<file path="src/rtl/bcd_gate_counter.sv">
// bcd_gate_counter: N-digit BCD event counter gated by a measurement window.
// Counts cin strobes while gate is high, latches the result into data at the
// end of the window with a one-cycle data_valid pulse, and flags overflow
// (saturating at all-9s or wrapping to all-0s depending on SATURATE).
module bcd_gate_counter #(
  parameter int unsigned DIGITS   = 6,
  parameter bit          SATURATE = 1'b1
) (
  input  logic                  clk_2,
  input  logic                  Rst_n,
  input  logic                  gate,
  input  logic                  cin,
  output logic [4*DIGITS-1:0]   data,
  output logic                  data_valid,
  output logic                  ovf,
  output logic                  cout,
  output logic                  busy
);

  typedef enum logic [1:0] {
    IDLE  = 2'd0,
    COUNT = 2'd1,
    LATCH = 2'd2,
    CLEAR = 2'd3
  } state_t;

  state_t              state;
  state_t              state_next;
  logic [4*DIGITS-1:0] count;
  logic [4*DIGITS-1:0] count_inc;
  logic                carry;
  logic                inc;
  logic                ovf_int;

  // State register
  always_ff @(posedge clk_2) begin
    if (!Rst_n) state <= IDLE;
    else        state <= state_next;
  end

  // Next-state decode and increment enable
  always_comb begin
    state_next = state;
    inc        = 1'b0;
    unique case (state)
      IDLE:  if (gate) state_next = COUNT;
      COUNT: begin
        if (!gate) state_next = LATCH;
        else       inc        = cin;
      end
      LATCH: state_next = CLEAR;
      CLEAR: state_next = IDLE;
      default: state_next = IDLE;
    endcase
  end

  // Ripple BCD increment; carry out of the top digit means count is all-9s
  always_comb begin
    count_inc = count;
    carry     = 1'b1;
    for (int unsigned d = 0; d < DIGITS; d++) begin
      if (carry) begin
        if (count[4*d +: 4] == 4'd9) begin
          count_inc[4*d +: 4] = 4'd0;
        end else begin
          count_inc[4*d +: 4] = count[4*d +: 4] + 4'd1;
          carry               = 1'b0;
        end
      end
    end
  end

  // Window counter, sticky in-window overflow and carry-out pulse
  always_ff @(posedge clk_2) begin
    if (!Rst_n) begin
      count   <= '0;
      ovf_int <= 1'b0;
      cout    <= 1'b0;
    end else begin
      cout <= 1'b0;
      if (inc) begin
        if (carry) begin
          ovf_int <= 1'b1;
          cout    <= 1'b1;
          if (!SATURATE) count <= '0;
        end else begin
          count <= count_inc;
        end
      end
      if (state == CLEAR) begin
        count   <= '0;
        ovf_int <= 1'b0;
      end
    end
  end

  // Result latch: data/ovf hold between windows, data_valid pulses once
  always_ff @(posedge clk_2) begin
    if (!Rst_n) begin
      data       <= '0;
      ovf        <= 1'b0;
      data_valid <= 1'b0;
    end else begin
      data_valid <= (state == LATCH);
      if (state == LATCH) begin
        data <= count;
        ovf  <= ovf_int;
      end
    end
  end

  // Busy whenever a window is in progress or being closed out
  always_comb busy = (state != IDLE);

endmodule

</file>
<file path="config.mk">
export PLATFORM = sky130hd
export DESIGN_NAME = bcd_gate_counter
export DESIGN_NICKNAME = d
export VERILOG_FILES = /design/src/rtl/bcd_gate_counter.sv
export SDC_FILE = /design/constraint.sdc
export NUM_CORES = 1
export LEC_CHECK = 0
export ABC_CLOCK_PERIOD_IN_PS = 2400
export BUFFER_PORTS_ARGS = -buffer_cell sky130_fd_sc_hd__buf_2
export CAP_MARGIN = 25
export CORE_ASPECT_RATIO = 1.2
export CORE_MARGIN = 2
export CORE_UTILIZATION = 55
export CTS_CLUSTER_DIAMETER = 40
export CTS_CLUSTER_SIZE = 8
export DETAILED_ROUTE_END_ITERATION = 16
export GPL_ROUTABILITY_DRIVEN = 0
export PLACE_DENSITY = 0.76
export SLEW_MARGIN = 20
export SYNTH_ARGS = -nofsm -noshare
export SYNTH_HDL_FRONTEND = slang
export SYNTH_SLANG_ARGS = --single-unit
</file>
<file path="constraint.sdc">
create_clock -name clk_2 -period 2.4 [get_ports clk_2]
set_input_delay 0.36 -clock clk_2 [delete_from_list [all_inputs] [get_ports clk_2]]
set_output_delay 0.36 -clock clk_2 [all_outputs]
set_load 0.03 [all_outputs]
</file>
* After elaboration in Yosys (flattened, before gate mapping) *
Index checks and enable logic that the tools add are counted.

storage, ports and cells
  flip-flop bits (word level) = 54
  latch bits = 0
  bits in writable memories = 0
  bits in read-only memories = 0
  input bits = 4
  output and inout port bits = 28
  memories = 0

cells by class
  $add $sub $neg = 6
  multipliers = 0
  divide/modulo/power cells = 0
  $lt $le $gt $ge = 0
  equality and inequality tests = 11
  shift operators = 0
  mux-type cells = 23
  bitwise logic cells = 2
  reduce and logical (&&, ||, !) cells = 12

operators by type and width
  cell                   count
  $add A4 B1 Y4 const B  6
  $eq A4 B4 Y1 const B   6
  $mux W4                6
  $reduce_and A3 Y1      5
  $mux W1                14
  $pmux W2 S4            1
  $reduce_and A2 Y1      4
  $eq A2 B2 Y1 const B   2
  $mux W2                2
  $ne A2 B2 Y1 const B   2
  $eq A2 B1 Y1 const B   1
  $logic_not A2 Y1       1
  $not A1 Y1             2
  $reduce_bool A2 Y1     1
  $reduce_or A2 Y1       1

* Logic depth before layout (Yosys ltp) *
  depth after elaboration = 9
  depth in mapped cells = 8
  depth with buffers taken out = 7

* Worst setup path after synthesis *
No wires, ideal clock.

  path kind = register to register
  start point = register state[1]
  end point = register count[21]
  library setup time = 70 ps
  arrival = 1840 ps
  required time = 2330 ps
  slack = 489 ps
  stages on the path, launching flop included = 9
  path buffers = 1
  period minus slack after synthesis = 1911 ps
  cells stage by stage = dfxtp_1 > inv_1 > ha_1 > and4_1 > and4_1 > buf_6 > nand2_2 > or4b_1 > a21oi_1

on the way
  longest elaborated chain between the ends = 3
  elaborated cells between the ends (all ways) = 5
  those cells by class = eq/ne (2); mux (1); reduce/logical (2)

ends and longest elaborated chain
  item                         line  RTL
  start: declaration           27    state_t state;
  start signal: assignment     38    else state <= state_next;
  $eq A2 B1 Y1                 45    unique case (state)
  $mux W1                      45
  $reduce_and A3 Y1 (no line)  --
  end signal: assignment       87    count <= count_inc;
  end: declaration             29    logic [4*DIGITS-1:0] count;

Several ways; a longest one is shown, not always the timed one.
A chain may end at the register's enable or synchronous reset.

* Worst setup path in the final report *
Same ends and word-level chain as after synthesis.

==> metrics.yaml <==
status: "completed"
rsz0062_at_grt: "false"
cts_htree_levels: 2
finalSetupViolCount: 0
cts_max_path_buffers: 2
synth-seq-area-share_pct: 43.09
drive_gt1_share_pct: 17.53
fin_tns_setup_ns: 0
crit_arrival_ns: 2.35
mostFrequentLayoutCell: "dfxtp_1"
place_hpwl_mm: 3.136
synth.cell_area_um2: 2509
cts_buffers: 5
placed_area_um2: 2685
required_ns: 2.65
num_vias: 1865
dr.pass1.iters: 4
setup.worst_path.class: "reg2reg"
period_share_pct: 87.43
dr.first_iter.drc_count: 106
placementRows: 26
die_y_um: 77.98
tritoncts: "done"
skew_ns: 0.01082
synth_flop_cell: "dfxtp_1"
grt_use_total_pct: 19.39
whs_path_depth: 3
fmax_mhz: 476.5
dieWidth_um: 65.65
finalMaxSlewViolations: 0
drv_cap: 0
async_flop_share_pct: 0
cp-end-kind: "flop"
yosysWarningCount: 0
cp_max_fo: 8
worst_hold_path_type: "in2reg"
place.port_buffers: 31
final_cell_mix: "54 x dfxtp_1, 33 x nor2b_1, 31 x buf_2"
die-area_um2: 5119
maxSlewHeadroom_pct: 64.50
root_buffer: "clkbuf_8"
avgSynthCellArea_um2: 9.539
grt-ovfl-total: 0
n_fill_cell: 388
drc: 0
powerDensity_nw_per_um2: 657.7
syn-num-nets: 272
fin_area_um2: 2776
clk_pin_slew_worst_paths_ns: 0.10
coreArea_um2: 4327
antennaDiodeCount: 0
clkSinkCount: 54
grt_max_degree: 32
yosysUniqueCellTypes: 44
ff2ff_path_depth: 7
initial_core_util_pct: 57.98
ant_nets: 0
layout.nets: 299
synth_edf_count: 0
antenna_found_initial: 0
grt_pass1_vias: 1780
critPathLaunchType: "flop"
p_leak_nw: 1.056
finalWirelength_mm: 4.440
grt_pass1_wl_mm: 7.914
finalHoldViolations: 0
clock_latency_ns: 0.31
tightest_slew_ns: 0.5314
num_io_pins: 32
vias_per_cell: 5.375
fin_crit_ns: 2.098
ys_seq_elements: 54
synth_cells: 263
wl_per_cell_um: 12.80
ir_worst_vdd_v: 0.0005436
syn_to_final_growth_pct: 10.67
==> synthesized netlist by cell type (2+ instances only) <==
library cell | instances | area (µm²)
o21a_1 | 3 | 22.52
nand2_1 | 10 | 37.54
o211ai_1 | 3 | 22.52
xor2_1 | 5 | 43.79
nor2b_1 | 33 | 206.5
mux2i_1 | 30 | 300.3
and4_1 | 3 | 26.28
nor4_1 | 2 | 12.51
buf_6 | 2 | 22.52
buf_1 | 2 | 7.510
dfxtp_1 | 54 | 1081
xnor2_1 | 3 | 26.28
inv_1 | 7 | 26.28
and2_1 | 4 | 25.02
a21oi_1 | 13 | 65.06
nor2_1 | 15 | 56.30
a31oi_1 | 4 | 25.02
o21ai_0 | 7 | 35.03
nand2b_1 | 2 | 12.51
nor3b_1 | 5 | 37.54
nand3_1 | 8 | 40.04
nand3b_1 | 3 | 22.52
nand4_1 | 6 | 37.54
buf_2 | 3 | 15.01
or3_1 | 4 | 25.02
nor3b_2 | 2 | 25.02
ha_1 | 5 | 62.56
nor3_1 | 3 | 15.01
clkbuf_1 | 7 | 26.28
==> layout make-up <==
class	count	area (µm²)	share of cell area (%)
multi-input combinational	188	1331	47.95
sequential	54	1081	38.94
timing repair buffer	34	177.7	6.399
tap	56	70.07	2.524
clock buffer	5	68.82	2.479
inverter	7	26.28	0.9464
clock inverter	3	21.27	0.7661
==> routing by layer <==
layer | global-route usage [%] | part of all wire [%] | vias up
li1 | - | - | 972
met3 | 4.203 | 3.6 | 4
met1 | 25.25 | 47 | 856
met5 | 0 | 0 | -
met2 | 31.62 | 48 | 33
met4 | 6.250 | 0.99 | 0
==> critical path: stages (launching register included) <==
cell	delay, ns
dfxtp_1	0.34
inv_1	0.12
ha_1	0.22
and4_1	0.31
and4_2	0.37
nand2_2	0.08
or4b_1	0.46
a21oi_1	0.14
==> sequential cells by signal, indices dropped and copies added (netlist names) <==
name,flops
count,24
data,24
state,2
cout,1
data_valid,1
ovf,1
ovf_int,1
==> repair_timing <==
| action | in CTS | in global routing |
|---|---|---|
| hold buffers | 0 | 0 |
| gates resized for setup | 0 | 1 |
| endpoints found under the setup margin | 0 | 1 |
| setup buffers | 0 | 0 |
==> through the flow <==
stage / power [mW] / utilization, % / setup WS, ns / hold WS, ns / cells
2_1_floorplan: 1.264 / - / 0.4893 / 0.4405 / 263
3_3_place_gp: 1.338 / 62.06 / 0.3190 / 0.4602 / 339
3_5_place_dp: 1.349 / 62.06 / 0.2358 / 0.4574 / 339
4_1_cts: 1.844 / 64.14 / 0.2158 / 0.4228 / 347
5_1_grt: 1.915 / 64.17 / 0.08026 / 0.4254 / 347
6_report: 1.826 / 64.17 / 0.3016 / 0.4339 / 347
==> kinds of logic after synthesis <==
| logic type | after synthesis | share of synthesized area [%] |
|---|---|---|
| buf+inv | 21 | 3.891 |
| compound gates | 34 | 8.279 |
| mux | 30 | 11.97 |
| simple gates | 111 | 27.48 |
| xor+xnor | 8 | 2.793 |
| fa+ha+maj | 5 | 2.494 |
| flops | 54 | 43.09 |
==> path summary, 6_finish.rpt <==
path / end / start / slack [ns]
min reg2reg: ovf_int / ovf_int / 0.48
max: count[21] / state[1] / 0.30
max reg2reg: count[21] / state[1] / 0.30
min: count[0] / cin / 0.43
==> report_power, final <==
| part | switching, mW | leakage, nW | internal (mW) |
|---|---|---|---|
| Combinational | 0.232 | 0.577 | 0.155 |
| Sequential | 0.0208 | 0.435 | 0.920 |
| Clock | 0.293 | 0.0441 | 0.205 |
No activity file was read; power rests on OpenSTA's default activity.
